## src/rtl/id_ex_dual_reg_if.sv

```systemverilog
// rtl/id_ex_dual_reg_if.sv - decode/execute bundle for the dual-issue ID/EX register
// SplitCount_o exists only when ID_EX_SPLIT_CNT_EN is defined.
interface id_ex_dual_reg_if #(
  parameter int DATA_WIDTH     = 32,
  parameter int REG_ADDR_WIDTH = 5
);
  // decode side and hazard-unit controls
  logic                      InValid_i;
  logic                      InReady_o;
  logic                      Stall_i;
  logic                      Flush_i;
  logic                      ValidA_i;
  logic                      ValidB_i;
  logic [3:0]                ALUCtrlA_i;
  logic [3:0]                ALUCtrlB_i;
  logic                      ALUSrcBA_i;
  logic                      ALUSrcBB_i;
  logic [DATA_WIDTH-1:0]     RD1A_i;
  logic [DATA_WIDTH-1:0]     RD2A_i;
  logic [DATA_WIDTH-1:0]     RD1B_i;
  logic [DATA_WIDTH-1:0]     RD2B_i;
  logic [DATA_WIDTH-1:0]     ImmExtA_i;
  logic [DATA_WIDTH-1:0]     ImmExtB_i;
  logic [REG_ADDR_WIDTH-1:0] Rs1B_i;
  logic [REG_ADDR_WIDTH-1:0] Rs2B_i;
  logic [REG_ADDR_WIDTH-1:0] RdA_i;
  logic [REG_ADDR_WIDTH-1:0] RdB_i;
  logic                      RegWriteA_i;
  logic                      RegWriteB_i;
  logic [DATA_WIDTH-1:0]     ALUResultA_i;

  // execute side
  logic                      ValidA_o;
  logic                      ValidB_o;
  logic [3:0]                ALUCtrlA_o;
  logic [3:0]                ALUCtrlB_o;
  logic                      ALUSrcBA_o;
  logic                      ALUSrcBB_o;
  logic [DATA_WIDTH-1:0]     RD1A_o;
  logic [DATA_WIDTH-1:0]     RD2A_o;
  logic [DATA_WIDTH-1:0]     RD1B_o;
  logic [DATA_WIDTH-1:0]     RD2B_o;
  logic [DATA_WIDTH-1:0]     ImmExtA_o;
  logic [DATA_WIDTH-1:0]     ImmExtB_o;
  logic [REG_ADDR_WIDTH-1:0] RdA_o;
  logic [REG_ADDR_WIDTH-1:0] RdB_o;
  logic                      RegWriteA_o;
  logic                      RegWriteB_o;
`ifdef ID_EX_SPLIT_CNT_EN
  logic [31:0]               SplitCount_o;
`endif

  modport master (
    output InValid_i, Stall_i, Flush_i, ValidA_i, ValidB_i,
           ALUCtrlA_i, ALUCtrlB_i, ALUSrcBA_i, ALUSrcBB_i,
           RD1A_i, RD2A_i, RD1B_i, RD2B_i, ImmExtA_i, ImmExtB_i,
           Rs1B_i, Rs2B_i, RdA_i, RdB_i, RegWriteA_i, RegWriteB_i, ALUResultA_i,
    input  InReady_o, ValidA_o, ValidB_o, ALUCtrlA_o, ALUCtrlB_o,
           ALUSrcBA_o, ALUSrcBB_o, RD1A_o, RD2A_o, RD1B_o, RD2B_o,
           ImmExtA_o, ImmExtB_o, RdA_o, RdB_o, RegWriteA_o, RegWriteB_o
`ifdef ID_EX_SPLIT_CNT_EN
    , input SplitCount_o
`endif
  );

  modport slave (
    input  InValid_i, Stall_i, Flush_i, ValidA_i, ValidB_i,
           ALUCtrlA_i, ALUCtrlB_i, ALUSrcBA_i, ALUSrcBB_i,
           RD1A_i, RD2A_i, RD1B_i, RD2B_i, ImmExtA_i, ImmExtB_i,
           Rs1B_i, Rs2B_i, RdA_i, RdB_i, RegWriteA_i, RegWriteB_i, ALUResultA_i,
    output InReady_o, ValidA_o, ValidB_o, ALUCtrlA_o, ALUCtrlB_o,
           ALUSrcBA_o, ALUSrcBB_o, RD1A_o, RD2A_o, RD1B_o, RD2B_o,
           ImmExtA_o, ImmExtB_o, RdA_o, RdB_o, RegWriteA_o, RegWriteB_o
`ifdef ID_EX_SPLIT_CNT_EN
    , output SplitCount_o
`endif
  );
endinterface

```

## src/rtl/id_ex_dual_reg.sv

```systemverilog
// rtl/id_ex_dual_reg.sv - dual-issue ID/EX register with intra-pair RAW split
// Optional split counter enabled by ID_EX_SPLIT_CNT_EN.
module id_ex_dual_reg #(
  parameter int DATA_WIDTH     = 32,
  parameter int REG_ADDR_WIDTH = 5
) (
  input logic             clk,
  input logic             rst_n,
  id_ex_dual_reg_if.slave bus
);

  typedef enum logic {NORMAL, SPLIT} state_t;

  state_t state;
  logic   fwd1;
  logic   fwd2;
  logic   hazard;
  logic   accept;

  // slot-B instruction parked while slot A runs ahead alone
  logic [3:0]                h_ctrl;
  logic                      h_srcb;
  logic [DATA_WIDTH-1:0]     h_rd1;
  logic [DATA_WIDTH-1:0]     h_rd2;
  logic [DATA_WIDTH-1:0]     h_imm;
  logic [REG_ADDR_WIDTH-1:0] h_rd;
  logic                      h_rw;
  logic                      h_fwd1;
  logic                      h_fwd2;

  // B depends on A when it reads a register A is about to write (x0 excluded)
  always_comb begin
    fwd1   = (bus.Rs1B_i == bus.RdA_i);
    fwd2   = !bus.ALUSrcBB_i && (bus.Rs2B_i == bus.RdA_i);
    hazard = bus.ValidA_i && bus.ValidB_i && bus.RegWriteA_i &&
             (bus.RdA_i != '0) && (fwd1 || fwd2);
  end

  assign bus.InReady_o = rst_n && !bus.Stall_i && (state == NORMAL);
  assign accept        = bus.InValid_i && bus.InReady_o;

  // pipeline register and NORMAL/SPLIT sequencing; flush beats stall
  always_ff @(posedge clk or negedge rst_n) begin
    if (!rst_n) begin
      state           <= NORMAL;
      bus.ValidA_o    <= 1'b0;
      bus.ValidB_o    <= 1'b0;
      bus.ALUCtrlA_o  <= '0;
      bus.ALUCtrlB_o  <= '0;
      bus.ALUSrcBA_o  <= 1'b0;
      bus.ALUSrcBB_o  <= 1'b0;
      bus.RD1A_o      <= '0;
      bus.RD2A_o      <= '0;
      bus.RD1B_o      <= '0;
      bus.RD2B_o      <= '0;
      bus.ImmExtA_o   <= '0;
      bus.ImmExtB_o   <= '0;
      bus.RdA_o       <= '0;
      bus.RdB_o       <= '0;
      bus.RegWriteA_o <= 1'b0;
      bus.RegWriteB_o <= 1'b0;
      h_ctrl          <= '0;
      h_srcb          <= 1'b0;
      h_rd1           <= '0;
      h_rd2           <= '0;
      h_imm           <= '0;
      h_rd            <= '0;
      h_rw            <= 1'b0;
      h_fwd1          <= 1'b0;
      h_fwd2          <= 1'b0;
    end else if (bus.Flush_i) begin
      state           <= NORMAL;
      bus.ValidA_o    <= 1'b0;
      bus.ValidB_o    <= 1'b0;
      bus.RegWriteA_o <= 1'b0;
      bus.RegWriteB_o <= 1'b0;
      h_ctrl          <= '0;
      h_srcb          <= 1'b0;
      h_rd1           <= '0;
      h_rd2           <= '0;
      h_imm           <= '0;
      h_rd            <= '0;
      h_rw            <= 1'b0;
      h_fwd1          <= 1'b0;
      h_fwd2          <= 1'b0;
    end else if (!bus.Stall_i) begin
      if (state == SPLIT) begin
        // A slot idles; the parked B picks up A's result from execute
        state           <= NORMAL;
        bus.ValidA_o    <= 1'b0;
        bus.RegWriteA_o <= 1'b0;
        bus.ValidB_o    <= 1'b1;
        bus.ALUCtrlB_o  <= h_ctrl;
        bus.ALUSrcBB_o  <= h_srcb;
        bus.RD1B_o      <= h_fwd1 ? bus.ALUResultA_i : h_rd1;
        bus.RD2B_o      <= h_fwd2 ? bus.ALUResultA_i : h_rd2;
        bus.ImmExtB_o   <= h_imm;
        bus.RdB_o       <= h_rd;
        bus.RegWriteB_o <= h_rw;
      end else if (accept) begin
        bus.ValidA_o    <= bus.ValidA_i;
        bus.ALUCtrlA_o  <= bus.ALUCtrlA_i;
        bus.ALUSrcBA_o  <= bus.ALUSrcBA_i;
        bus.RD1A_o      <= bus.RD1A_i;
        bus.RD2A_o      <= bus.RD2A_i;
        bus.ImmExtA_o   <= bus.ImmExtA_i;
        bus.RdA_o       <= bus.RdA_i;
        bus.RegWriteA_o <= bus.RegWriteA_i;
        if (hazard) begin
          state           <= SPLIT;
          bus.ValidB_o    <= 1'b0;
          bus.ALUCtrlB_o  <= '0;
          bus.ALUSrcBB_o  <= 1'b0;
          bus.RD1B_o      <= '0;
          bus.RD2B_o      <= '0;
          bus.ImmExtB_o   <= '0;
          bus.RdB_o       <= '0;
          bus.RegWriteB_o <= 1'b0;
          h_ctrl          <= bus.ALUCtrlB_i;
          h_srcb          <= bus.ALUSrcBB_i;
          h_rd1           <= bus.RD1B_i;
          h_rd2           <= bus.RD2B_i;
          h_imm           <= bus.ImmExtB_i;
          h_rd            <= bus.RdB_i;
          h_rw            <= bus.RegWriteB_i;
          h_fwd1          <= fwd1;
          h_fwd2          <= fwd2;
        end else begin
          bus.ValidB_o    <= bus.ValidB_i;
          bus.ALUCtrlB_o  <= bus.ALUCtrlB_i;
          bus.ALUSrcBB_o  <= bus.ALUSrcBB_i;
          bus.RD1B_o      <= bus.RD1B_i;
          bus.RD2B_o      <= bus.RD2B_i;
          bus.ImmExtB_o   <= bus.ImmExtB_i;
          bus.RdB_o       <= bus.RdB_i;
          bus.RegWriteB_o <= bus.RegWriteB_i;
        end
      end else begin
        // bubble: data fields keep their last values, nothing is live
        bus.ValidA_o    <= 1'b0;
        bus.ValidB_o    <= 1'b0;
        bus.RegWriteA_o <= 1'b0;
        bus.RegWriteB_o <= 1'b0;
      end
    end
  end

`ifdef ID_EX_SPLIT_CNT_EN
  logic [31:0] split_cnt;

  // count pairs that had to be split; free-running, ignores flush
  always_ff @(posedge clk or negedge rst_n) begin
    if (!rst_n) begin
      split_cnt <= '0;
    end else if (!bus.Flush_i && accept && hazard) begin
      split_cnt <= split_cnt + 32'd1;
    end
  end

  assign bus.SplitCount_o = split_cnt;
`endif

endmodule

```

## src/flat_wrapper.sv

```systemverilog
// flat-port wrapper written by rule: the top's interface ports become plain ports
module id_ex_dual_reg_flat 
#(
  parameter int DATA_WIDTH     = 32,
  parameter int REG_ADDR_WIDTH = 5
)
  (clk, rst_n, bus_InValid_i, bus_Stall_i, bus_Flush_i, bus_ValidA_i, bus_ValidB_i, bus_ALUCtrlA_i, bus_ALUCtrlB_i, bus_ALUSrcBA_i, bus_ALUSrcBB_i, bus_RD1A_i, bus_RD2A_i, bus_RD1B_i, bus_RD2B_i, bus_ImmExtA_i, bus_ImmExtB_i, bus_Rs1B_i, bus_Rs2B_i, bus_RdA_i, bus_RdB_i, bus_RegWriteA_i, bus_RegWriteB_i, bus_ALUResultA_i, bus_InReady_o, bus_ValidA_o, bus_ValidB_o, bus_ALUCtrlA_o, bus_ALUCtrlB_o, bus_ALUSrcBA_o, bus_ALUSrcBB_o, bus_RD1A_o, bus_RD2A_o, bus_RD1B_o, bus_RD2B_o, bus_ImmExtA_o, bus_ImmExtB_o, bus_RdA_o, bus_RdB_o, bus_RegWriteA_o, bus_RegWriteB_o);
  id_ex_dual_reg_if #(.DATA_WIDTH(DATA_WIDTH), .REG_ADDR_WIDTH(REG_ADDR_WIDTH)) bus_i ();
  input logic clk;
  input logic rst_n;
  input wire logic [$bits(bus_i.InValid_i)-1:0] bus_InValid_i;
  input wire logic [$bits(bus_i.Stall_i)-1:0] bus_Stall_i;
  input wire logic [$bits(bus_i.Flush_i)-1:0] bus_Flush_i;
  input wire logic [$bits(bus_i.ValidA_i)-1:0] bus_ValidA_i;
  input wire logic [$bits(bus_i.ValidB_i)-1:0] bus_ValidB_i;
  input wire logic [$bits(bus_i.ALUCtrlA_i)-1:0] bus_ALUCtrlA_i;
  input wire logic [$bits(bus_i.ALUCtrlB_i)-1:0] bus_ALUCtrlB_i;
  input wire logic [$bits(bus_i.ALUSrcBA_i)-1:0] bus_ALUSrcBA_i;
  input wire logic [$bits(bus_i.ALUSrcBB_i)-1:0] bus_ALUSrcBB_i;
  input wire logic [$bits(bus_i.RD1A_i)-1:0] bus_RD1A_i;
  input wire logic [$bits(bus_i.RD2A_i)-1:0] bus_RD2A_i;
  input wire logic [$bits(bus_i.RD1B_i)-1:0] bus_RD1B_i;
  input wire logic [$bits(bus_i.RD2B_i)-1:0] bus_RD2B_i;
  input wire logic [$bits(bus_i.ImmExtA_i)-1:0] bus_ImmExtA_i;
  input wire logic [$bits(bus_i.ImmExtB_i)-1:0] bus_ImmExtB_i;
  input wire logic [$bits(bus_i.Rs1B_i)-1:0] bus_Rs1B_i;
  input wire logic [$bits(bus_i.Rs2B_i)-1:0] bus_Rs2B_i;
  input wire logic [$bits(bus_i.RdA_i)-1:0] bus_RdA_i;
  input wire logic [$bits(bus_i.RdB_i)-1:0] bus_RdB_i;
  input wire logic [$bits(bus_i.RegWriteA_i)-1:0] bus_RegWriteA_i;
  input wire logic [$bits(bus_i.RegWriteB_i)-1:0] bus_RegWriteB_i;
  input wire logic [$bits(bus_i.ALUResultA_i)-1:0] bus_ALUResultA_i;
  output wire logic [$bits(bus_i.InReady_o)-1:0] bus_InReady_o;
  output wire logic [$bits(bus_i.ValidA_o)-1:0] bus_ValidA_o;
  output wire logic [$bits(bus_i.ValidB_o)-1:0] bus_ValidB_o;
  output wire logic [$bits(bus_i.ALUCtrlA_o)-1:0] bus_ALUCtrlA_o;
  output wire logic [$bits(bus_i.ALUCtrlB_o)-1:0] bus_ALUCtrlB_o;
  output wire logic [$bits(bus_i.ALUSrcBA_o)-1:0] bus_ALUSrcBA_o;
  output wire logic [$bits(bus_i.ALUSrcBB_o)-1:0] bus_ALUSrcBB_o;
  output wire logic [$bits(bus_i.RD1A_o)-1:0] bus_RD1A_o;
  output wire logic [$bits(bus_i.RD2A_o)-1:0] bus_RD2A_o;
  output wire logic [$bits(bus_i.RD1B_o)-1:0] bus_RD1B_o;
  output wire logic [$bits(bus_i.RD2B_o)-1:0] bus_RD2B_o;
  output wire logic [$bits(bus_i.ImmExtA_o)-1:0] bus_ImmExtA_o;
  output wire logic [$bits(bus_i.ImmExtB_o)-1:0] bus_ImmExtB_o;
  output wire logic [$bits(bus_i.RdA_o)-1:0] bus_RdA_o;
  output wire logic [$bits(bus_i.RdB_o)-1:0] bus_RdB_o;
  output wire logic [$bits(bus_i.RegWriteA_o)-1:0] bus_RegWriteA_o;
  output wire logic [$bits(bus_i.RegWriteB_o)-1:0] bus_RegWriteB_o;
  assign bus_i.InValid_i = bus_InValid_i;
  assign bus_i.Stall_i = bus_Stall_i;
  assign bus_i.Flush_i = bus_Flush_i;
  assign bus_i.ValidA_i = bus_ValidA_i;
  assign bus_i.ValidB_i = bus_ValidB_i;
  assign bus_i.ALUCtrlA_i = bus_ALUCtrlA_i;
  assign bus_i.ALUCtrlB_i = bus_ALUCtrlB_i;
  assign bus_i.ALUSrcBA_i = bus_ALUSrcBA_i;
  assign bus_i.ALUSrcBB_i = bus_ALUSrcBB_i;
  assign bus_i.RD1A_i = bus_RD1A_i;
  assign bus_i.RD2A_i = bus_RD2A_i;
  assign bus_i.RD1B_i = bus_RD1B_i;
  assign bus_i.RD2B_i = bus_RD2B_i;
  assign bus_i.ImmExtA_i = bus_ImmExtA_i;
  assign bus_i.ImmExtB_i = bus_ImmExtB_i;
  assign bus_i.Rs1B_i = bus_Rs1B_i;
  assign bus_i.Rs2B_i = bus_Rs2B_i;
  assign bus_i.RdA_i = bus_RdA_i;
  assign bus_i.RdB_i = bus_RdB_i;
  assign bus_i.RegWriteA_i = bus_RegWriteA_i;
  assign bus_i.RegWriteB_i = bus_RegWriteB_i;
  assign bus_i.ALUResultA_i = bus_ALUResultA_i;
  assign bus_InReady_o = bus_i.InReady_o;
  assign bus_ValidA_o = bus_i.ValidA_o;
  assign bus_ValidB_o = bus_i.ValidB_o;
  assign bus_ALUCtrlA_o = bus_i.ALUCtrlA_o;
  assign bus_ALUCtrlB_o = bus_i.ALUCtrlB_o;
  assign bus_ALUSrcBA_o = bus_i.ALUSrcBA_o;
  assign bus_ALUSrcBB_o = bus_i.ALUSrcBB_o;
  assign bus_RD1A_o = bus_i.RD1A_o;
  assign bus_RD2A_o = bus_i.RD2A_o;
  assign bus_RD1B_o = bus_i.RD1B_o;
  assign bus_RD2B_o = bus_i.RD2B_o;
  assign bus_ImmExtA_o = bus_i.ImmExtA_o;
  assign bus_ImmExtB_o = bus_i.ImmExtB_o;
  assign bus_RdA_o = bus_i.RdA_o;
  assign bus_RdB_o = bus_i.RdB_o;
  assign bus_RegWriteA_o = bus_i.RegWriteA_o;
  assign bus_RegWriteB_o = bus_i.RegWriteB_o;
  id_ex_dual_reg #(.DATA_WIDTH(DATA_WIDTH), .REG_ADDR_WIDTH(REG_ADDR_WIDTH)) u_core (.clk(clk), .rst_n(rst_n), .bus(bus_i));
endmodule
```

## config.mk

```make
export PLATFORM = sky130hd
export DESIGN_NAME = id_ex_dual_reg_flat
export DESIGN_NICKNAME = d
export VERILOG_FILES = /design/src/rtl/id_ex_dual_reg_if.sv /design/src/rtl/id_ex_dual_reg.sv /design/src/flat_wrapper.sv
export SDC_FILE = /design/constraint.sdc
export NUM_CORES = 1
export LEC_CHECK = 0
export CORE_AREA = 2 2 187 189
export CTS_BUF_LIST = sky130_fd_sc_hd__clkbuf_4 sky130_fd_sc_hd__clkbuf_8
export DETAILED_ROUTE_END_ITERATION = 10
export DIE_AREA = 0 0 189 191
export HOLD_SLACK_MARGIN = 0.06
export PLACE_DENSITY = 0.74
export REMOVE_ABC_BUFFERS = 1
export SLEW_MARGIN = 40
export SYNTH_ARGS = -nofsm -noshare
export SYNTH_HDL_FRONTEND = slang
export SYNTH_SLANG_ARGS = --single-unit
```

## constraint.sdc

```tcl
create_clock -name clk -period 3.7 [get_ports clk]
set_clock_uncertainty 0.05 [all_clocks]
set_input_delay 1.11 -clock clk [delete_from_list [all_inputs] [get_ports clk]]
set_output_delay 1.11 -clock clk [all_outputs]
set_load 0.01 [all_outputs]
```

## Word-level counts from Yosys, hierarchy flattened

Cells that the tools add are included.

- Output and inout bits: 217
- Logic and storage cells: 139
- Register bits after elaboration: 326
- Bits of input ports: 263

- Equal/unequal tests: 4
- Bitwise operators: 3
- Reductions and logical operators: 18
- Multiplexer cells: 88

Operators with widths:

| operator | count |
|---|---|
| $mux 32 | 26 |
| $mux 1 | 46 |
| $mux 5 | 8 |
| $mux 4 | 8 |
| $eq 5x5->1 | 2 |
| $logic_and 1x1->1 | 8 |
| $reduce_and 4->1 | 2 |
| $reduce_bool 2->1 | 3 |
| $reduce_bool 5->1 | 1 |
| $not 1->1 | 3 |
| $reduce_and 3->1 | 1 |
| $logic_not 1->1 | 2 |
| $ne 2x1->1 const B | 1 |
| $ne 2x2->1 const B | 1 |
| $logic_or 1x1->1 | 1 |

## Logic depth before layout (Yosys ltp)

Gate-level depths: netlist of the first run.

- Depth in word-level cells: 9
- Mapped depth: 8
- Depth with buffers taken out: 5

## Worst setup path before layout of the first run

Ideal clock, no wire load.

- Path type: input-to-output
- Start point: input port bus_Stall_i
- End point: output port bus_InReady_o
- Data required time: 2.540 ns
- Cell stages on the path: 2
- Path buffers: 1
- Arrival time: 1.575 ns
- Setup slack: 0.965 ns
- Cells stage by stage: buf_2 > nor3b_1

- Cells in the longest elaborated chain, start to end: 3

Ends and longest elaborated chain:

| what | RTL line | RTL |
|---|---|---|
| from (decl) | flat_wrapper.sv:12 | `input wire logic [$bits(bus_i.Stall_i)-1:0] bus_Stall_i;` |
| $logic_not 1->1 | id_ex_dual_reg.sv:39 | `assign bus.InReady_o = rst_n && !bus.Stall_i && (state == NORMAL);` |
| $logic_and 1x1->1 (2 in a row) | id_ex_dual_reg.sv:39 |  |
| to (decl) | flat_wrapper.sv:33 | `output wire logic [$bits(bus_i.InReady_o)-1:0] bus_InReady_o;` |

No other way between the ends.

## Worst setup path after layout of the first run

Ends and elaborated chain as after synthesis.

==> run summary, run 1 <==
The maximum number of pins on one net before global-route repair came out at approximately 150. The flow ran to the end, and the final reports show no timing, DRC or antenna violations. The total wirelength of the detailed-routed design is between 40000 and 50000 um. The number of core rows came out at 68. Of the total power, the share spent switching nets is 0.269. The min-delay analysis places its worst path in the category register to register.

The core region is 34100 um^2. The buffer depth of the longest clock path came out at 3. The start of the worst register-to-register path is u_core.state.

By count the netlist is led by sky130_fd_sc_hd__nand2_1, sky130_fd_sc_hd__dfrtp_1, sky130_fd_sc_hd__a32o_1. For this design, the slowest cell found on the critical path is sky130_fd_sc_hd__clkdlybuf4s50_1. Measured on the finished design, the core utilization comes to 0.609. The post-placement cell count is approximately 2200.

The CTS tree is done. In this run the power density over the cells is between 400 and 500 nW/um^2. The wire length of the first global-routing pass is 72700 um. The HPWL after detailed placement is between 20000 and 30000 um. Across every metal layer, demand over resource in global routing totals 0.253. The number of stages on the worst setup path came out at 3.

The number of synthesized flops with an enable pin came out at 0. The normalized max-slew margin is 0.465. By instance count, the cell type seen most on the critical path is sky130_fd_sc_hd__clkdlybuf4s50_1. The number of gates resized after cts is 0.

The number of max-cap violations came out at 0. The predominant post-synthesis flop cell is sky130_fd_sc_hd__dfrtp_1. The later pin in the worst-skew pair is clocked with a latency of ~600 ps. The worst IR drop on VDD came out at about 0.34 mV.

The setup slack of the worst register-to-register path is between 1000 and 1500 ps. The count of unresolved DRC violations after routing came out at 0. At the pin with the least slew margin, the transition time is around 800 ps. The max-slew violation count is 0. Counting flops and latches in the post-synthesis netlist gives about 330. On the worst path, the slowest cell contributes a delay of roughly 560 ps. The met1 layer wirelength in the final routing came out at ~18000 um. The highest layer used for signal routing is met5.

The worst hold path terminates at u_core.bus.RD2A_o[19]. The number of cells traversed by the worst hold path is 2. The routed wire length on met3 came out at 3960 um. Hold repair after CTS inserted 0 buffers. Broken down by cell family, the worst path's largest delay share belongs to buffers and inverters.

The share of the clock period used by the worst path came out at 0.929. Of all flip-flops after synthesis, the portion carrying an async set or reset was 1.00. Once the clock tree was built, the setup fixing pass inserted 0 buffers. Setup repair after global routing left no endpoint under its margin.

The launching element type of the critical path is an input port. The detailed-router iteration count before antenna repair is 5. The signal on the critical path passes through clkdlybuf4s50_1 > nor3b_1 > clkdlybuf4s50_1. The routed via count divided by cell count came out at roughly 5.4. The endpoint identified for the worst register-to-register timing path is u_core.h_rd2[21]. In this run the number of H-tree levels came out at 2. The Yosys warning count is 0. Relative to the synthesized area, the layout overhead comes to 46.1%.

Setup violations remaining at the end of the flow were counted as 0. The internal cell power came out at about 7400 uW. Among all cell types in the netlist, the one instantiated most often is sky130_fd_sc_hd__nand2_1. The total via count after detailed routing is around 13000. The category of the critical setup timing path is input port to output port. Summing all flip-flop and latch instances after layout gives approximately 8000 um^2. The netlist uses 34 different library cells. The via count of the first global-routing pass is between 10000 and 15000.

Clock tree synthesis inserted a total of 57 buffers. In the final routed layout, each cell accounts on average for around 20 um. The iteration-0 DRC count of the detailed router is 902.

Along the worst path, the maximum fanout reaches 2. The count of antenna-violating nets left after detailed routing came out at 0. The number of cells on the worst reg-to-reg path is 5. The number of port buffers came out at approximately 480. The share of the yosys chip area belonging to registers is 0.573. The arrival time of the worst setup path is ~2300 ps. The total global routing overflow is 0. The multi-input combinational cells in the finished layout cover a total of around 5400 um^2.

The area of the mapped netlist is about 14000 um^2. The die area is about 36000 um^2. Measured along the x axis, the die boundary spans between 150 and 200 um. The total number of clock tree sinks came out at between 300 and 400.

The synthesized instance count is around 1400. The layout cell share with drive strength beyond 1 came out at 0.109. The number of hold violations in the final report came to 0. The critical path data required time came out at 2540 ps. The highest clock rate is 291 MHz.

The mean cell area of the mapped netlist is a little over 10 um^2. The power share of the clock group is 0.347. Summed over all instances, the cell type with the most area after synthesis is sky130_fd_sc_hd__dfrtp_1. After clock tree synthesis, the clock-pin slew on the worst setup and hold paths is 60 ps. The count of buffering cells on the critical path with inverters included came out at 2. The share of total power dissipated in sequential elements is 0.427. The final-layout fill cell count is about 2900.

The switching power total is 2730 uW. The net total in the final layout is 2111. Of the post-synthesis cell area, the dominant cell type holds 0.573. The total negative slack came out at 0 ps.

The routed length on met2 is approximately 23000 um. The worst setup path is captured at an output port. Measured along the y axis, the die boundary spans 191 um. The critical hold path startpoint is u_core.bus.RD2A_o[19].

The clock period could shrink to roughly 3400 ps. The starting density of the core came out at 0.417. Of the total power, combinational logic draws 0.226. The root cell of the clock tree is sky130_fd_sc_hd__clkbuf_8.

The filler-free cell count of the finished design is 2345. By area the synthesized netlist is led by sky130_fd_sc_hd__dfrtp_1, sky130_fd_sc_hd__nand2_1, sky130_fd_sc_hd__a32o_1, sky130_fd_sc_hd__mux2_2, sky130_fd_sc_hd__and3_1. In this run the count of I/O pins placed on the die edge is 480. The initial antenna violation count is 2. The placer congestion estimate is 0.835.

The leakage power came out at a little under 0.01 uW.
## final cells by class
type                    instances  share of cell area
well taps                     455              0.0274
inverters                      44             0.00806
clock inverters                 5             0.00253
repair buffers                506               0.252
multi-input cells             913               0.260
clock buffers                  95              0.0569
diodes                          1            0.000120
flip-flops and latches        326               0.393
## layout by cell type (no fill, tap or decap), types with 2 or more instances in the layout
cell,netlist,layout
sky130_fd_sc_hd__clkinv_2,0,3
sky130_fd_sc_hd__clkdlybuf4s50_1,0,478
sky130_fd_sc_hd__o22ai_1,2,2
sky130_fd_sc_hd__o21ai_4,0,2
sky130_fd_sc_hd__buf_16,0,2
sky130_fd_sc_hd__nor2_4,0,2
sky130_fd_sc_hd__a22oi_1,3,3
sky130_fd_sc_hd__inv_1,44,43
sky130_fd_sc_hd__and3_1,106,106
sky130_fd_sc_hd__o31ai_1,42,42
sky130_fd_sc_hd__o21ai_1,7,6
sky130_fd_sc_hd__o21ai_0,58,58
sky130_fd_sc_hd__xor2_1,4,4
sky130_fd_sc_hd__dfrtp_1,326,323
sky130_fd_sc_hd__mux2_2,64,64
sky130_fd_sc_hd__nor2_1,5,3
sky130_fd_sc_hd__buf_12,0,15
sky130_fd_sc_hd__a32o_1,109,109
sky130_fd_sc_hd__nand2_1,385,384
sky130_fd_sc_hd__xnor2_1,6,6
sky130_fd_sc_hd__dfrtp_4,0,3
sky130_fd_sc_hd__buf_4,2,9
sky130_fd_sc_hd__clkbuf_4,0,20
sky130_fd_sc_hd__clkbuf_8,0,75
sky130_fd_sc_hd__nor3_1,2,2
sky130_fd_sc_hd__a21oi_1,106,106
## metrics by stage
stage / setup WS [ps] / total power [uW] / hold WS [ps] / cell area (um^2)
floorplan: -6080 / 5060 / 417 / 13700
global placement: 52.1 / 6640 / 406 / 19500
detailed placement: 28.6 / 6700 / 412 / 19500
CTS: 256 / 10300 / 426 / 20800
global route: 216 / 10600 / 439 / 20800
finish: 264 / 10100 / 422 / 20800
## power by group through the flow
stage	Combinational, uW	Sequential, uW	Clock [uW]
after global placement	2280	4370	0
after floorplan	470	4590	0
after global routing	2480	4390	3760
after CTS	2320	4340	3600
after detailed placement	2310	4390	0
final	2300	4330	3520
## sequential cells by signal (all words and copies together), names as in the netlist, 4 cells and up
name / count
u_core.bus.RD1B_o: 32
u_core.bus.RD2A_o: 32
u_core.bus.RD1A_o: 32
u_core.h_rd2: 32
u_core.h_rd: 5
u_core.bus.RD2B_o: 32
u_core.h_imm: 32
u_core.bus.ImmExtB_o: 32
u_core.bus.ALUCtrlB_o: 4
u_core.h_rd1: 32
u_core.bus.RdA_o: 5
u_core.h_ctrl: 4
u_core.bus.ALUCtrlA_o: 4
u_core.bus.RdB_o: 5
u_core.bus.ImmExtA_o: 32
## worst max path at each step
stage                            start                to  slack, ps
after floorplan            bus_Flush_i  u_core.h_ctrl[0]      -6080
after global placement    bus_RdA_i[3]  u_core.h_rd2[13]         50
after detailed placement  bus_RdA_i[3]   u_core.h_rd2[6]         30
after CTS                  bus_Stall_i     bus_InReady_o        260
after global routing       bus_Stall_i     bus_InReady_o        220
final                      bus_Stall_i     bus_InReady_o        260
## worst reg2reg max path, cell delays in order (launching register included)
cell,delay [ps]
sky130_fd_sc_hd__dfrtp_4,490
sky130_fd_sc_hd__and4bb_2,430
sky130_fd_sc_hd__nand2_4,180
sky130_fd_sc_hd__a211oi_4,450
sky130_fd_sc_hd__buf_4,360
sky130_fd_sc_hd__a32o_1,180
## routing by layer
layer	vias up	global-route usage
li1	5800	-
met1	6256	0.309
met2	556	0.422
met3	111	0.0690
met4	2	0.112
met5	-	0
## cell families after synthesis
logic type | after synthesis | synth area share
AOI/OAI and AO/OA | 333 | 0.166
muxes | 64 | 0.0506
DFF | 326 | 0.573
and+or+nand+nor | 506 | 0.154
buffers and inverters | 168 | 0.0504
xor gates and xnor gates | 10 | 0.00615
(Power assumes the default switching activity.)
==> run 2: changes to the inputs <==
--- a/config.mk
+++ b/config.mk
@@ -9,10 +9,11 @@
 export CTS_BUF_LIST = sky130_fd_sc_hd__clkbuf_4 sky130_fd_sc_hd__clkbuf_8
 export DETAILED_ROUTE_END_ITERATION = 10
 export DIE_AREA = 0 0 189 191
+export GPL_ROUTABILITY_DRIVEN = 0
 export HOLD_SLACK_MARGIN = 0.06
 export PLACE_DENSITY = 0.74
 export REMOVE_ABC_BUFFERS = 1
-export SLEW_MARGIN = 40
+export SLEW_MARGIN = 25
 export SYNTH_ARGS = -nofsm -noshare
 export SYNTH_HDL_FRONTEND = slang
 export SYNTH_SLANG_ARGS = --single-unit
==> run summary, run 2 (synthesized netlist as in run 1, its figures left out) <==
The switching power total came out at 2720 uW (-0.33%). The count of final setup violators is 0 (unchanged). The maximum number of pins on one net before global-route repair is 177 (+16%). The total global routing overflow came out at 0 (unchanged). The worst setup path is launched from an input port.

The net total in the final layout is 2108 (-0.14%). The critical path data required time is 2540 ps (about the same). The die area is 36100 um^2 (unchanged). The total via count after detailed routing is 12644 (-0.64%). The combined global-route utilization of all metal layers is 0.253 (-0.000432).

The HPWL after detailed placement is 29600 um (-0.89%). The number of hold violations in the final report came out at 0 (unchanged). The highest clock rate came out at 288 MHz (-0.93%). The TritonCTS buffer count came to 55 (-3.5%).

The buffer count from post-CTS setup fixing came out at 0 (unchanged). The normalized max-slew margin is 0.301 (-0.164). The initial antenna violation count is 1 (-1). The standard cell area after detailed placement is 19500 um^2 (-0.19%). The share of the core filled with cells in the final layout came out at 0.607 (-0.00257).

The minimum setup slack in the final design is 231 ps (-32.2 ps). The internal cell power is 7360 uW (-0.78%). The total power divided by cell area came out at 487 nW/um^2 (-0.24%). The placeable core region came out at 34100 um^2 (unchanged). The buffer depth of the longest clock path came out at 3 (unchanged). The power share of the clock group is 0.342 (-0.005). The routed length per instance came out at 20.0 um (+0.28%). The relative contribution of combinational cells to total power came out at 0.228 (+0.002). In the layout the commonest cells are sky130_fd_sc_hd__clkdlybuf4s50_1, sky130_fd_sc_hd__nand2_1, sky130_fd_sc_hd__dfrtp_1. In this run the clock root is driven by a sky130_fd_sc_hd__clkbuf_8.

The height of the die came out at 191 um (unchanged). TritonCTS built the clock tree. Setup repair after global routing left no endpoint under its margin. The layout cell share with drive strength beyond 1 is 0.106 (-0.00284). The worst setup path is of the input port to output port kind. STA classifies the critical path endpoint as an output port. The max-slew violation count came to 0 (unchanged). The total number of clock tree sinks is 326 (unchanged). The worst slack after detailed placement is 14.4 ps (-14.2 ps).

The detailed-router iteration count before antenna repair came out at 7 (+2). The clock period minus final worst setup slack came out at 3470 ps (+32.2 ps). The setup slack of the worst register-to-register path came out at 1460 ps (-20 ps). The leakage power is 0.00964 uW (-0.38%). The final standard cell area without fillers was 20700 um^2 (-0.42%). The wire length of the first global-routing pass came to 72400 um (-0.32%). The number of max-cap violations was 0 (unchanged).

The number of core rows is 68 (unchanged). The maximum net fanout on the critical path came out at 2 (unchanged). The count of unresolved DRC violations after routing came out at 0 (unchanged). The starting density of the core is 0.417 (unchanged). The total wirelength of the detailed-routed design came to 46700 um (about the same). The die width was 189 um (unchanged).

The via count of the first global-routing pass came out at 12879 (-2.2%). The count of antenna-violating nets left after detailed routing was 0 (unchanged). The run finished with clean final reports.

The measured slew at the worst slew-check pin is 1050 ps (+247 ps). The arrival time of the worst setup path came to 2310 ps (+30 ps). The number of port buffers is 479 (unchanged). The share of the clock period used by the worst path is 0.937 (+0.00870).

The clock network latency to the later pin of the worst-skew pair came out at 600 ps (about the same). Leaving out fill and tap cells, the most frequent cell in the layout is sky130_fd_sc_hd__clkdlybuf4s50_1. The count of inserted antenna diode cells came to 0 (-1). The number of gates resized after cts came out at 0 (unchanged). The depth of the CTS H-tree came out at 2 (unchanged). The clock edge transition at the registers on the reported setup and hold paths came out at 60 ps (about the same). The proportion of total power due to net switching came out at 0.270 (+0.000895). The type of the most critical hold path is register to register. The number of hold buffers added after cts came out at 0 (unchanged). The iteration-0 DRC count of the detailed router came to 978 (+8.4%). The count of boundary I/O pins came out at 480 (unchanged). The worst IR drop on VDD is 0.345 mV (+2.7%). The sequential cell fraction of total power came out at 0.430 (+0.003). The area overhead of the layout relative to synthesis came out at 45.5%. The routed via count divided by cell count was 5.41 (-0.34%).
run 2: changes by cell type in the layout (fill, tap and decap cells not counted):
cell	delta
sky130_fd_sc_hd__clkbuf_8	-6
sky130_fd_sc_hd__dfrtp_2	+2
sky130_fd_sc_hd__dfrtp_4	-2
sky130_fd_sc_hd__buf_16	-1
sky130_fd_sc_hd__bufinv_16	+1
sky130_fd_sc_hd__clkbuf_4	+1
sky130_fd_sc_hd__clkinvlp_4	-1
sky130_fd_sc_hd__diode_2	-1
run 2: routing by layer:
| metal | wire length [um] | GRT usage | share of wire |
|---|---|---|---|
| met1 | 17800 | 0.311 | 0.38 |
| met4 | 1840 | 0.107 | 0.039 |
| met5 | 16 | 0 | 0.00034 |
| met2 | 23000 | 0.420 | 0.49 |
| met3 | 3960 | 0.0687 | 0.085 |
run 2: worst paths after layout:
check / from / end / cells past startpoint
max reg2reg: u_core.state / u_core.h_rd2[6] / 5
min: u_core.bus.RD2A_o[23] / u_core.bus.RD2A_o[23] / 2
min reg2reg: u_core.bus.RD2A_o[23] / u_core.bus.RD2A_o[23] / 2
max: bus_Stall_i / bus_InReady_o / 3
min in group asynchronous: rst_n / u_core.state / 2
max in group asynchronous: rst_n / u_core.h_fwd1 / 4
run 2: cell type report:
cell class              count  area (um^2)
clock buffers              90         1110
clock inverters             5         75.1
fillers                  2830        13400
inverters                  44          168
multi-input cells         913         5420
flip-flops and latches    326         8160
well taps                 455          569
repair buffers            505         5210
run 2: power groups by stage:
| stage | Combinational, uW | Sequential, uW | Clock [uW] |
|---|---|---|---|
| finish | 2290 | 4330 | 3450 |
| global route | 2480 | 4390 | 3690 |
| CTS | 2320 | 4330 | 3530 |
| detailed placement | 2310 | 4390 | 0 |
| global placement | 2280 | 4370 | 0 |
| floorplan | 470 | 4590 | 0 |
run 2: critical path, stage by stage:
cell and delay [ps]:
sky130_fd_sc_hd__clkdlybuf4s50_1 430, sky130_fd_sc_hd__nor3b_1 200, sky130_fd_sc_hd__clkdlybuf4s50_1 570
run 2: through the flow:
step                hold WS (ps)  setup TNS, ps  total power (uW)  cells
CTS                          427              0             10200   2337
global placement             406              0              6640   2242
global route                 440              0             10600   2338
floorplan                    417       -1434180              5060   1283
detailed placement           411              0              6700   2242
finish                       425              0             10100   2338
==> patch: new RTL, config.mk and constraints of run 2 <==
`DATA_WIDTH` is set to 32 in 3 places; all go to 64.
--- a/src/rtl/id_ex_dual_reg_if.sv
+++ b/src/rtl/id_ex_dual_reg_if.sv
@@ -1,7 +1,7 @@
 // rtl/id_ex_dual_reg_if.sv - decode/execute bundle for the dual-issue ID/EX register
 // SplitCount_o exists only when ID_EX_SPLIT_CNT_EN is defined.
 interface id_ex_dual_reg_if #(
-  parameter int DATA_WIDTH     = 32,
+  parameter int DATA_WIDTH     = 64,
   parameter int REG_ADDR_WIDTH = 5
 );
   // decode side and hazard-unit controls
--- a/src/rtl/id_ex_dual_reg.sv
+++ b/src/rtl/id_ex_dual_reg.sv
@@ -1,7 +1,7 @@
 // rtl/id_ex_dual_reg.sv - dual-issue ID/EX register with intra-pair RAW split
 // Optional split counter enabled by ID_EX_SPLIT_CNT_EN.
 module id_ex_dual_reg #(
-  parameter int DATA_WIDTH     = 32,
+  parameter int DATA_WIDTH     = 64,
   parameter int REG_ADDR_WIDTH = 5
 ) (
   input logic             clk,
--- a/src/flat_wrapper.sv
+++ b/src/flat_wrapper.sv
@@ -1,7 +1,7 @@
 // flat-port wrapper written by rule: the top's interface ports become plain ports
 module id_ex_dual_reg_flat 
 #(
-  parameter int DATA_WIDTH     = 32,
+  parameter int DATA_WIDTH     = 64,
   parameter int REG_ADDR_WIDTH = 5
 )
   (clk, rst_n, bus_InValid_i, bus_Stall_i, bus_Flush_i, bus_ValidA_i, bus_ValidB_i, bus_ALUCtrlA_i, bus_ALUCtrlB_i, bus_ALUSrcBA_i, bus_ALUSrcBB_i, bus_RD1A_i, bus_RD2A_i, bus_RD1B_i, bus_RD2B_i, bus_ImmExtA_i, bus_ImmExtB_i, bus_Rs1B_i, bus_Rs2B_i, bus_RdA_i, bus_RdB_i, bus_RegWriteA_i, bus_RegWriteB_i, bus_ALUResultA_i, bus_InReady_o, bus_ValidA_o, bus_ValidB_o, bus_ALUCtrlA_o, bus_ALUCtrlB_o, bus_ALUSrcBA_o, bus_ALUSrcBB_o, bus_RD1A_o, bus_RD2A_o, bus_RD1B_o, bus_RD2B_o, bus_ImmExtA_o, bus_ImmExtB_o, bus_RdA_o, bus_RdB_o, bus_RegWriteA_o, bus_RegWriteB_o);
Ports: changed (13 resized); port bits go from 480 to 896. The function was not compared with the original's and may differ.
==> patch against run 2 <==
The flow now stops in I/O pin placement (3_2_place_iop). Synthesized area rose by 87%.
==> patch: results (changes against run 2) <==
Synthesis
  – Top cells by area, synth: dfrtp_1, nand2_1, a32o_1, mux2_2, and3_1
  – Ys flop type: dfrtp_1
  – YS warnings: 0 (unchanged)
  – Post-Syn Instances: 2646 (+88%)
  – Async SR Flop Fraction: 1.00 (unchanged)
  – Commonest cells post-synth: nand2_1, dfrtp_1, a32o_1
  – Synth Area in Compound Gates: 0.153 (-0.0129)
  – Post-synthesis mux area share: 0.0541 (+0.00348)
  – Sequential share of the synthesized area: 0.577 (+0.00371)
  – Post-Synth XOR/XNOR Area: 0.00329 (-0.00286)
  – Post-Synth Adder-Cell Area: 0 (unchanged)
  – Netlist cell types: 28 (-18%)
  – Flops & latches, synth: 614 (+88%)

Floorplan
  – Die width: 189 µm (unchanged)
  – Row count: 68 (unchanged)

Outcome
  – Err: [ERROR PPL-0024] Number of IO pins (896) exceeds maximum number of available positions (682). Increase the die perimeter from 760.00um to 1218.56um.
  – Status: did not finish
  – Failed at: I/O pin placement (3_2_place_iop)
-- patch: kinds of logic after synthesis --
logic type | Yosys count
multiplexers | 128
AND/OR/NAND/NOR | 1032
AO/OA/AOI/OAI | 547
XOR/XNOR | 10
flip-flops | 614
buffers and inverters | 315
